### config.mk
export PLATFORM = sky130hd
export DESIGN_NAME = frog_game_ctrl_flat
export DESIGN_NICKNAME = d
export VERILOG_FILES = /design/src/rtl/frog_game_ctrl_pkg.sv /design/src/rtl/frog_game_ctrl_if.sv /design/src/rtl/frog_game_ctrl_frame_timer.sv /design/src/rtl/frog_game_ctrl.sv /design/src/flat_wrapper.sv
export SDC_FILE = /design/constraint.sdc
export NUM_CORES = 1
export LEC_CHECK = 0
export BUFFER_PORTS_ARGS = -buffer_cell sky130_fd_sc_hd__buf_2
export CORE_ASPECT_RATIO = 1.2
export CORE_MARGIN = 1
export CORE_UTILIZATION = 40
export CTS_CLUSTER_SIZE = 30
export DETAILED_ROUTE_END_ITERATION = 16
export MAX_ROUTING_LAYER = met4
export PLACE_DENSITY = 0.7
export SYNTH_ARGS = -nofsm -noshare
export SYNTH_HDL_FRONTEND = slang
export SYNTH_SLANG_ARGS = --single-unit
### constraint.sdc
create_clock -name clk -period 3.7 [get_ports clk]
set_input_delay 0.74 -clock clk [delete_from_list [all_inputs] [get_ports clk]]
set_output_delay 0.74 -clock clk [all_outputs]
set_load 0.005 [all_outputs]
### src/rtl/frog_game_ctrl_pkg.sv
// Shared types and constants for the frog game sequencer.
// Holds the HUD state encoding, playfield geometry, the per-state control output bundle
// and the saturating score adder.
package frog_game_pkg;

  // HUD-visible state encoding; values are part of the renderer contract.
  typedef enum logic [2:0] {
    ST_IDLE      = 3'd0,
    ST_RESPAWN   = 3'd1,
    ST_PLAY      = 3'd2,
    ST_DYING     = 3'd3,
    ST_GOAL      = 3'd4,
    ST_GAME_OVER = 3'd5
  } game_state_e;

  // Playfield geometry: 32-pixel rows, frog parks at (START_X, START_Y) = row START_ROW.
  localparam int ROW_H     = 32;
  localparam int START_ROW = 14;
  localparam int START_X   = 320;
  localparam int START_Y   = 448;

  localparam int Y_W     = 10;
  localparam int ROW_W   = 4;
  localparam int LIVES_W = 3;
  localparam int SCORE_W = 14;
  localparam int LEVEL_W = 4;

  // Control outputs that depend only on the FSM state.
  typedef struct packed {
    logic frog_reset;
    logic move_enable;
    logic death_anim;
  } ctrl_out_t;

  function automatic ctrl_out_t state_outputs(game_state_e s);
    ctrl_out_t o;
    o = '0;
    case (s)
      ST_IDLE, ST_RESPAWN, ST_GAME_OVER: o.frog_reset  = 1'b1;
      ST_PLAY:                           o.move_enable = 1'b1;
      ST_DYING:                          o.death_anim  = 1'b1;
      default:                           o = '0;
    endcase
    return o;
  endfunction

  // Add in one extra bit so the carry is never lost, then clamp to the ceiling.
  function automatic logic [SCORE_W-1:0] score_add(logic [SCORE_W-1:0] score,
                                                   logic [SCORE_W-1:0] pts,
                                                   logic [SCORE_W-1:0] ceil);
    logic [SCORE_W:0] sum;
    sum = {1'b0, score} + {1'b0, pts};
    if (sum > {1'b0, ceil}) begin
      return ceil;
    end
    return sum[SCORE_W-1:0];
  endfunction

endpackage

### src/rtl/frog_game_ctrl_if.sv
// Bundle between the game sequencer and the frog / hazard / HUD blocks.
// master: the sequencer (samples frame_tick, start_btn, collision, frog_y; drives the rest).
// slave : the surrounding datapath and renderer.
interface frog_game_ctrl_if;
  import frog_game_pkg::*;

  logic               frame_tick;
  logic               start_btn;
  logic               collision;
  logic [Y_W-1:0]     frog_y;

  logic               frog_reset;
  logic               move_enable;
  logic [LIVES_W-1:0] lives;
  logic [SCORE_W-1:0] score;
  logic [LEVEL_W-1:0] level;
  logic [2:0]         game_state;
  logic               death_anim;

  modport master (
    input  frame_tick, start_btn, collision, frog_y,
    output frog_reset, move_enable, lives, score, level, game_state, death_anim
  );

  modport slave (
    output frame_tick, start_btn, collision, frog_y,
    input  frog_reset, move_enable, lives, score, level, game_state, death_anim
  );

endinterface

### src/rtl/frog_game_ctrl_frame_timer.sv
// Loadable frame down-counter with a zero flag.
// Ports: clk, reset (async high), load_i/load_val_i (load wins over tick), tick_i, zero_o.
// Counter stops at zero; zero_o is a decode of the registered count.
module frame_timer #(
  parameter int W = 7
) (
  input  logic         clk,
  input  logic         reset,
  input  logic         load_i,
  input  logic [W-1:0] load_val_i,
  input  logic         tick_i,
  output logic         zero_o
);

  logic [W-1:0] cnt_q;

  always_ff @(posedge clk or posedge reset) begin
    if (reset) begin
      cnt_q <= '0;
    end else if (load_i) begin
      // A tick coinciding with the load is dropped, so the entry frame is not counted.
      cnt_q <= load_val_i;
    end else if (tick_i && (cnt_q != '0)) begin
      cnt_q <= cnt_q - 1'b1;
    end
  end

  assign zero_o = (cnt_q == '0);

endmodule

### src/rtl/frog_game_ctrl.sv
// Game sequencer: start, respawn, death/goal timing, lives/score/level bookkeeping.
// Ports: clk, reset (async high), bus (frog_game_ctrl_if.master).
// All outputs registered; an input sampled at a clock edge shows its effect one cycle later.
module frog_game_ctrl
  import frog_game_pkg::*;
#(
  parameter int START_LIVES  = 3,
  parameter int DEATH_FRAMES = 60,
  parameter int WIN_FRAMES   = 90,
  parameter int ROW_POINTS   = 10,
  parameter int GOAL_POINTS  = 50,
  parameter int SCORE_MAX    = 9999,
  parameter int LEVEL_MAX    = 15
) (
  input  logic             clk,
  input  logic             reset,
  frog_game_ctrl_if.master bus
);

  localparam int TIMER_MAX = (DEATH_FRAMES > WIN_FRAMES) ? DEATH_FRAMES : WIN_FRAMES;
  localparam int TIMER_W   = $clog2(TIMER_MAX + 1);

  game_state_e        state_q, state_d;
  logic [LIVES_W-1:0] lives_q, lives_d;
  logic [SCORE_W-1:0] score_q, score_d;
  logic [LEVEL_W-1:0] level_q, level_d;
  logic [ROW_W-1:0]   best_row_q, best_row_d;
  logic               start_q;
  ctrl_out_t          outs_q;

  logic               start_rise;
  logic [ROW_W-1:0]   row;
  logic               timer_load;
  logic [TIMER_W-1:0] timer_val;
  logic               timer_tick;
  logic               timer_zero;
  logic               unused_y_bits;

  // 32-pixel rows: bits [8:5] are the row index, the remaining bits are within-row offset.
  assign row           = bus.frog_y[8:5];
  assign unused_y_bits = ^{bus.frog_y[9], bus.frog_y[4:0]};

  // The edge detector runs in every state so a button held through a game does not
  // count as a fresh press when GAME_OVER is reached.
  assign start_rise = bus.start_btn & ~start_q;

  // Only frames spent in DYING/GOAL are counted.
  assign timer_tick = bus.frame_tick && ((state_q == ST_DYING) || (state_q == ST_GOAL));

  frame_timer #(
    .W (TIMER_W)
  ) u_frame_timer (
    .clk        (clk),
    .reset      (reset),
    .load_i     (timer_load),
    .load_val_i (timer_val),
    .tick_i     (timer_tick),
    .zero_o     (timer_zero)
  );

  always_comb begin
    state_d    = state_q;
    lives_d    = lives_q;
    score_d    = score_q;
    level_d    = level_q;
    best_row_d = best_row_q;
    timer_load = 1'b0;
    timer_val  = '0;

    case (state_q)
      ST_IDLE, ST_GAME_OVER: begin
        if (start_rise) begin
          state_d = ST_RESPAWN;
          lives_d = LIVES_W'(START_LIVES);
          score_d = '0;
          level_d = LEVEL_W'(1);
        end
      end

      ST_RESPAWN: begin
        best_row_d = ROW_W'(START_ROW);
        state_d    = ST_PLAY;
      end

      ST_PLAY: begin
        // Collision is checked first so a frog splatted on the goal row scores nothing.
        if (bus.collision) begin
          state_d    = ST_DYING;
          timer_load = 1'b1;
          timer_val  = TIMER_W'(DEATH_FRAMES);
          if (lives_q != '0) begin
            lives_d = lives_q - 1'b1;
          end
        end else if (row == '0) begin
          state_d    = ST_GOAL;
          timer_load = 1'b1;
          timer_val  = TIMER_W'(WIN_FRAMES);
          score_d    = score_add(score_q, SCORE_W'(GOAL_POINTS), SCORE_W'(SCORE_MAX));
          if (level_q != LEVEL_W'(LEVEL_MAX)) begin
            level_d = level_q + 1'b1;
          end
        end else if (row < best_row_q) begin
          score_d    = score_add(score_q, SCORE_W'(ROW_POINTS), SCORE_W'(SCORE_MAX));
          best_row_d = row;
        end
      end

      ST_DYING: begin
        if (timer_zero) begin
          state_d = (lives_q == '0) ? ST_GAME_OVER : ST_RESPAWN;
        end
      end

      ST_GOAL: begin
        if (timer_zero) begin
          state_d = ST_RESPAWN;
        end
      end

      default: begin
        state_d = ST_IDLE;
      end
    endcase
  end

  always_ff @(posedge clk or posedge reset) begin
    if (reset) begin
      state_q    <= ST_IDLE;
      outs_q     <= state_outputs(ST_IDLE);
      lives_q    <= '0;
      score_q    <= '0;
      level_q    <= LEVEL_W'(1);
      best_row_q <= ROW_W'(START_ROW);
      start_q    <= 1'b0;
    end else begin
      state_q    <= state_d;
      // Outputs are decoded from the next state so they line up with game_state.
      outs_q     <= state_outputs(state_d);
      lives_q    <= lives_d;
      score_q    <= score_d;
      level_q    <= level_d;
      best_row_q <= best_row_d;
      start_q    <= bus.start_btn;
    end
  end

  assign bus.game_state  = state_q;
  assign bus.frog_reset  = outs_q.frog_reset;
  assign bus.move_enable = outs_q.move_enable;
  assign bus.death_anim  = outs_q.death_anim;
  assign bus.lives       = lives_q;
  assign bus.score       = score_q;
  assign bus.level       = level_q;

endmodule

### src/flat_wrapper.sv
// flat-port wrapper written by rule: the top's interface ports become plain ports
module frog_game_ctrl_flat import frog_game_pkg::*;
#(
  parameter int START_LIVES  = 3,
  parameter int DEATH_FRAMES = 60,
  parameter int WIN_FRAMES   = 90,
  parameter int ROW_POINTS   = 10,
  parameter int GOAL_POINTS  = 50,
  parameter int SCORE_MAX    = 9999,
  parameter int LEVEL_MAX    = 15
)
  (clk, reset, bus_frame_tick, bus_start_btn, bus_collision, bus_frog_y, bus_frog_reset, bus_move_enable, bus_lives, bus_score, bus_level, bus_game_state, bus_death_anim);
  frog_game_ctrl_if bus_i ();
  input  logic clk;
  input  logic reset;
  input wire logic [$bits(bus_i.frame_tick)-1:0] bus_frame_tick;
  input wire logic [$bits(bus_i.start_btn)-1:0] bus_start_btn;
  input wire logic [$bits(bus_i.collision)-1:0] bus_collision;
  input wire logic [$bits(bus_i.frog_y)-1:0] bus_frog_y;
  output wire logic [$bits(bus_i.frog_reset)-1:0] bus_frog_reset;
  output wire logic [$bits(bus_i.move_enable)-1:0] bus_move_enable;
  output wire logic [$bits(bus_i.lives)-1:0] bus_lives;
  output wire logic [$bits(bus_i.score)-1:0] bus_score;
  output wire logic [$bits(bus_i.level)-1:0] bus_level;
  output wire logic [$bits(bus_i.game_state)-1:0] bus_game_state;
  output wire logic [$bits(bus_i.death_anim)-1:0] bus_death_anim;
  assign bus_i.frame_tick = bus_frame_tick;
  assign bus_i.start_btn = bus_start_btn;
  assign bus_i.collision = bus_collision;
  assign bus_i.frog_y = bus_frog_y;
  assign bus_frog_reset = bus_i.frog_reset;
  assign bus_move_enable = bus_i.move_enable;
  assign bus_lives = bus_i.lives;
  assign bus_score = bus_i.score;
  assign bus_level = bus_i.level;
  assign bus_game_state = bus_i.game_state;
  assign bus_death_anim = bus_i.death_anim;
  frog_game_ctrl #(.START_LIVES(START_LIVES), .DEATH_FRAMES(DEATH_FRAMES), .WIN_FRAMES(WIN_FRAMES), .ROW_POINTS(ROW_POINTS), .GOAL_POINTS(GOAL_POINTS), .SCORE_MAX(SCORE_MAX), .LEVEL_MAX(LEVEL_MAX)) u_core (.clk(clk), .reset(reset), .bus(bus_i));
endmodule
Yosys cells after proc, flatten, opt, wreduce, memory -nomap -nowiden
Cells that the tools add are included. W data, S select, Z words.

Eq/ne operators: 19. Add/subtract/negate cells: 5. Reductions and logical operators: 19. Bitwise gates (word level): 2. Muxes and demuxes: 49. Magnitude comparators: 3.

Operators with widths (number): $mux W14 (8); $mux W7 (5); $gt A15 B14 Y1 const B (2); $mux W4 (7); $pmux W14 S2 (1); $mux W3 (9); $pmux W4 S2 (2); $add A14 B4 Y15 const B (1); $add A14 B6 Y15 const B (1); $mux W1 (15); $pmux W3 S5 (1); $eq A3 B2 Y1 const B (4); $reduce_and A4 Y1 (3); $ne A2 B1 Y1 const B (5); $eq A3 B3 Y1 const B (3); $logic_not A3 Y1 (3); $logic_not A7 Y1 (1); $reduce_bool A7 Y1 (1); $sub A7 B1 Y7 const B (1); $eq A3 B1 Y1 const B (2); $ne A2 B2 Y1 const B (3); $pmux W3 S2 (1); $reduce_bool A2 Y1 (3); $reduce_and A5 Y1 (1); other kinds (13) (14).

Bits in registers: 39. Logic and storage cells: 107. Input port bits: 15. Output and inout bits: 27.

Longest topological paths before layout
Word-level depth: 12. Mapped depth: 11. Mapped depth without buffers: 9.

Hierarchy
Synthesis repeated with hierarchy kept, for this count alone.

Cell total of the unflattened synthesis: 385. Area, all modules: 3125.5 um^2.

Modules (own cells, without submodules): frog_game_ctrl (seq. area each 807.0 um^2, area an instance 2621.3 um^2, cells each 327, instances 1); frame_timer (seq. area each 175.2 um^2, area an instance 504.2 um^2, cells each 58, instances 1).

Least setup slack after synthesis
No wires, ideal clock.

Path type: register -> register. From: reg u_core.score_q[1] (netlist: u_core.bus.score[1]). To: reg u_core.score_q[10] (netlist: u_core.bus.score[10]). Setup slack: 1.080 ns. Setup time: 0.121 ns. Stages on the path, launching flop included: 12. Path buffers: 2. Required time: 3.579 ns. Clock period less this slack: 2.620 ns. Arrival time: 2.499 ns. Cell sequence: dfrtp_1 -> buf_6 -> inv_1 -> ha_1 -> o211ai_2 -> a21oi_1 -> o311a_1 -> o221a_2 -> o21bai_2 -> buf_2 -> a31oi_1 -> o22a_1.

Longest elaborated chain between the ends: 12. Elaborated cells between the ends (all ways): 19. Classes of those cells: add/sub (2); order compare (2); mux (15).

Ends and longest elaborated chain: start, declared (RTL line frog_game_ctrl.sv:25) `logic [SCORE_W-1:0] score_q, score_d;`; start signal, assigned (RTL line frog_game_ctrl.sv:140) `score_q <= score_d;`; $add A14 B4 Y15 (RTL line frog_game_ctrl_pkg.sv:52) `sum = {1'b0, score} + {1'b0, pts};`; $gt A15 B14 Y1 (RTL line frog_game_ctrl_pkg.sv:53) `if (sum > {1'b0, ceil}) begin`; $mux W1 (RTL line frog_game_ctrl_pkg.sv:53); $mux W1 (RTL line frog_game_ctrl.sv:102) `end else if (row < best_row_q) begin`; $mux W1 (RTL line frog_game_ctrl.sv:94) `end else if (row == '0) begin`; $mux W1 (RTL line frog_game_ctrl.sv:87) `if (bus.collision) begin`; $mux W1 (RTL line frog_game_ctrl.sv:70) `case (state_q)`; $mux W14 (RTL line frog_game_ctrl_pkg.sv:56) `return sum[SCORE_W-1:0];`; $mux W14 (RTL line frog_game_ctrl.sv:102); $mux W14 (*) (RTL line frog_game_ctrl.sv:94); $mux W14 (*) (RTL line frog_game_ctrl.sv:87); $pmux W14 S2 (*) (RTL line frog_game_ctrl.sv:70).

Mark *: on every way between the ends. The rest lies on a longest branch, timed or not. The select of a mux whose other input is x is not followed. A chain may end at the register's enable or synchronous reset.

Final worst setup path
From: reg u_core.score_q[2] (netlist: u_core.bus.score[2]). To: reg u_core.score_q[4] (netlist: u_core.bus.score[4]).

Same word-level chain as after synthesis.

==> summary.txt <==
Outcome
  – Status: completed

Detailed routing
  – WL/cell: approximately 16 um
  – DR vias: 2953
  – DRC: 0
  – Antenna Nets Post-Route: 0
  – Drt first pass iters: 5
  – Violation count after the first detailed-route iteration: about 170
  – Via density: 6.01
  – Total Wirelength: 7890 um

STA
  – Clk_skew: 6.71 ps
  – Setup TNS: 0 ps
  – Minimum clock period: 2930 ps
  – Setup violations, final: 0
  – Final Cycle Share: 0.793
  – RSZ-0062 raised after global routing: false
  – Final hold vios: 0
  – Slew Viols, Final: 0
  – Max frequency: 341 MHz
  – Slew headroom: 0.515
  – Worst slew pin tran: 725 ps

Setup path
  – Worst EP required: a little under 4000 ps
  – Critical Path Sink: u_core.bus.score[4]$_DFFE_PP0P_
  – CP Launch Point: u_core.bus.score[2]$_DFFE_PP0P_
  – Slowest stage cell, crit path: dfrtp_1
  – FF-to-FF setup slack: 770 ps
  – RR Startpoint: u_core.bus.score[2]$_DFFE_PP0P_
  – Worst r2r path cells: 10
  – Crit-path cells: buf_4 -> ha_1 -> o211ai_2 -> a21oi_1 -> o311a_1 -> o221a_2 -> o21bai_2 -> buf_4 -> a32oi_1 -> o311ai_1
  – R2R Path End: u_core.bus.score[4]$_DFFE_PP0P_
  – Max FO, Critical Path: 8
  – Worst setup SP type: flip-flop
  – WS Path Type: flip-flop to flip-flop
  – Crit end category: flip-flop
  – Worst path max stage delay: approximately 440 ps
  – Critical path arrival: 3130 ps
  – Worst path most repeated cell: buf_4

Clock network
  – CTS Buf Count: 5
  – Clock network latency to the later pin of the worst-skew pair: 290 ps
  – Post-CTS Setup Repair Bufs: 0
  – CTS resizes: 0
  – Root Driver: clkbuf_8
  – CTS tree: built
  – Clock Path Buffers: 2
  – Clock transition at path regs: 80 ps
  – Htree depth: 2
  – Clk sinks: 39
  – CTS Hold Bufs: 0

GRT
  – Vias in the first global route: about 2800
  – First-pass GRT wire length: 13700 um
  – Gr ovfl total: 0
  – Aggregate global-route resource usage: 0.207
  – Largest net degree at the start of global routing: 40
  – Antenna violations before repair: 0

Hold path
  – Hold path cells: 1
  – Tightest Hold Check Type: flip-flop to flip-flop

Synthesis
  – Synth top area share: 0.271
  – Synth Instances: 370
  – Top cells by area, synth: dfrtp_1, nor2_1, dfstp_2
  – Count leader, synth: nor2_1
  – Cell taking the most area after synthesis: dfrtp_1
  – Yosys warns: 0
  – Post-synth EDFFs: 0
  – FF+latch count, synth: 39
  – Seq/Total Area, Yosys: 0.313
  – Ys flop type: dfrtp_1
  – Most frequent cells after synthesis: nor2_1, dfrtp_1, nand2_1
  – FFs w/ async S/R, synth: 1.00
  – Synth unique cells: 79
  – Syn Nets: 394
  – Syn Area/Cell: 8.48 sq um
  – Area of the mapped netlist: about 3100 sq um

Placed design
  – IO Port Bufs: 35
  – Gpl congestion: roughly 0.95
  – Hpwl dp: a little under 6000 um

Die
  – Row count: 35
  – Die ar.: around 8200 sq um
  – Die height: 99.0 um
  – Die width: a little over 80 um
  – Initial core utilization: 0.412
  – Top-level I/O count: 42
  – Core footprint: around 7600 sq um

Layout
  – Area delta synth->final: 10.5%
  – Final core utilization: 0.455
  – Diodes inserted: 0
  – FILL cells: between 700 and 800
  – Share of cells above drive strength 1: 0.203
  – Layout Nets: 422

Run
  – Max cap viols: 0

Power and ir drop
  – Peak supply drop: 0.000290 V
  – Power Density: 628 nW/um^2
  – Leak: 1.49 nW
-- layer usage --
| layer | track usage | share of wire |
|---|---|---|
| met5 | - | 0 |
| met1 | 0.249 | 0.42 |
| met3 | 0.0377 | 0.057 |
| met4 | 0.0663 | 0.020 |
| met2 | 0.351 | 0.50 |
-- layout by cell type (no fill, tap or decap), types with 5 or more instances in the layout --
cell and count:
dfstp_2 5, ha_1 9, nand3_1 9, buf_4 11, mux2i_1 5, a31oi_1 13
inv_1 23, buf_2 35, dfrtp_1 34, nor4_1 5, o21ai_0 15, nand2_1 24
xor2_1 5, xnor2_1 9, a21oi_1 17, nor3_1 13, nor2_1 40, nand2b_1 7
nand4_1 6, clkbuf_8 7, o211ai_1 8
-- state kept, by name (all words and copies together) (netlist names) --
register and count:
u_core.bus.move_enable 1, u_core.bus.game_state 3, u_core.bus.death_anim 1, u_core.u_frame_timer.cnt_q 7, u_core.bus.lives 3, u_core.best_row_q 4, u_core.bus.level 4, u_core.bus.frog_reset 1
u_core.bus.score 14, u_core.start_q 1
-- cell type report --
class,count,area [sq um],area share
multi-input combinational,282,1920,0.554
clock buffer,8,100,0.0289
timing repair buffer,46,258,0.0743
inverter,24,90.1,0.0260
sequential,39,982,0.283
tap,92,115,0.0332
-- per-stage QoR --
| step | area (sq um) | power (mW) | setup WS (ps) | cells | hold WS [ps] |
|---|---|---|---|---|---|
| 2_1_floorplan | 3140 | 1.58 | 1080 | 370 | 489 |
| 3_3_place_gp | 3370 | 1.84 | 739 | 483 | 479 |
| 3_5_place_dp | 3370 | 1.86 | 765 | 483 | 501 |
| 4_1_cts | 3470 | 2.19 | 809 | 491 | 513 |
| 5_1_grt | 3470 | 2.36 | 594 | 491 | 520 |
| 6_report | 3470 | 2.18 | 766 | 491 | 506 |
-- report_power, final --
group	internal, mW	switching (mW)
Combinational	0.463	0.597
Sequential	0.582	0.213
Clock	0.170	0.153
Total	1.22	0.962
-- critical path, delay by kind of cell, from the launching register on --
family | cells | cell delay (ps)
adder cells (fa/ha/maj) | 1 | 330
AO/OA/AOI/OAI | 7 | 1630
flip-flops | 1 | 440
buffers and inverters | 2 | 440
-- worst min path at each step --
stage / slack [ps] / start / end
2_1_floorplan: 490 / u_core.u_frame_timer.cnt_q[4]$_DFFE_PP0P_ / u_core.u_frame_timer.cnt_q[4]$_DFFE_PP0P_
3_3_place_gp: 480 / u_core.bus.lives[0]$_DFFE_PP0P_ / u_core.bus.lives[0]$_DFFE_PP0P_
3_5_place_dp: 500 / u_core.bus.score[1]$_DFFE_PP0P_ / u_core.bus.score[1]$_DFFE_PP0P_
4_1_cts: 510 / u_core.bus.lives[0]$_DFFE_PP0P_ / u_core.bus.lives[0]$_DFFE_PP0P_
5_1_grt: 520 / u_core.best_row_q[1]$_DFFE_PP1P_ / u_core.best_row_q[1]$_DFFE_PP1P_
6_report: 510 / u_core.bus.score[1]$_DFFE_PP0P_ / u_core.bus.score[1]$_DFFE_PP0P_
-- logic make-up (layout without fill, tap and decap cells) --
| kind of cell | Yosys count | after routing | synth area share |
|---|---|---|---|
| AO/OA/AOI/OAI | 121 | 121 | 0.300 |
| XOR/XNOR | 14 | 14 | 0.0391 |
| adder cells (fa/ha/maj) | 9 | 9 | 0.0359 |
| buffers and inverters | 49 | 78 | 0.0742 |
| flip-flops | 39 | 39 | 0.313 |
| multiplexers | 7 | 7 | 0.0243 |
| AND/OR/NAND/NOR | 131 | 131 | 0.213 |
(Power assumes the default switching activity.)
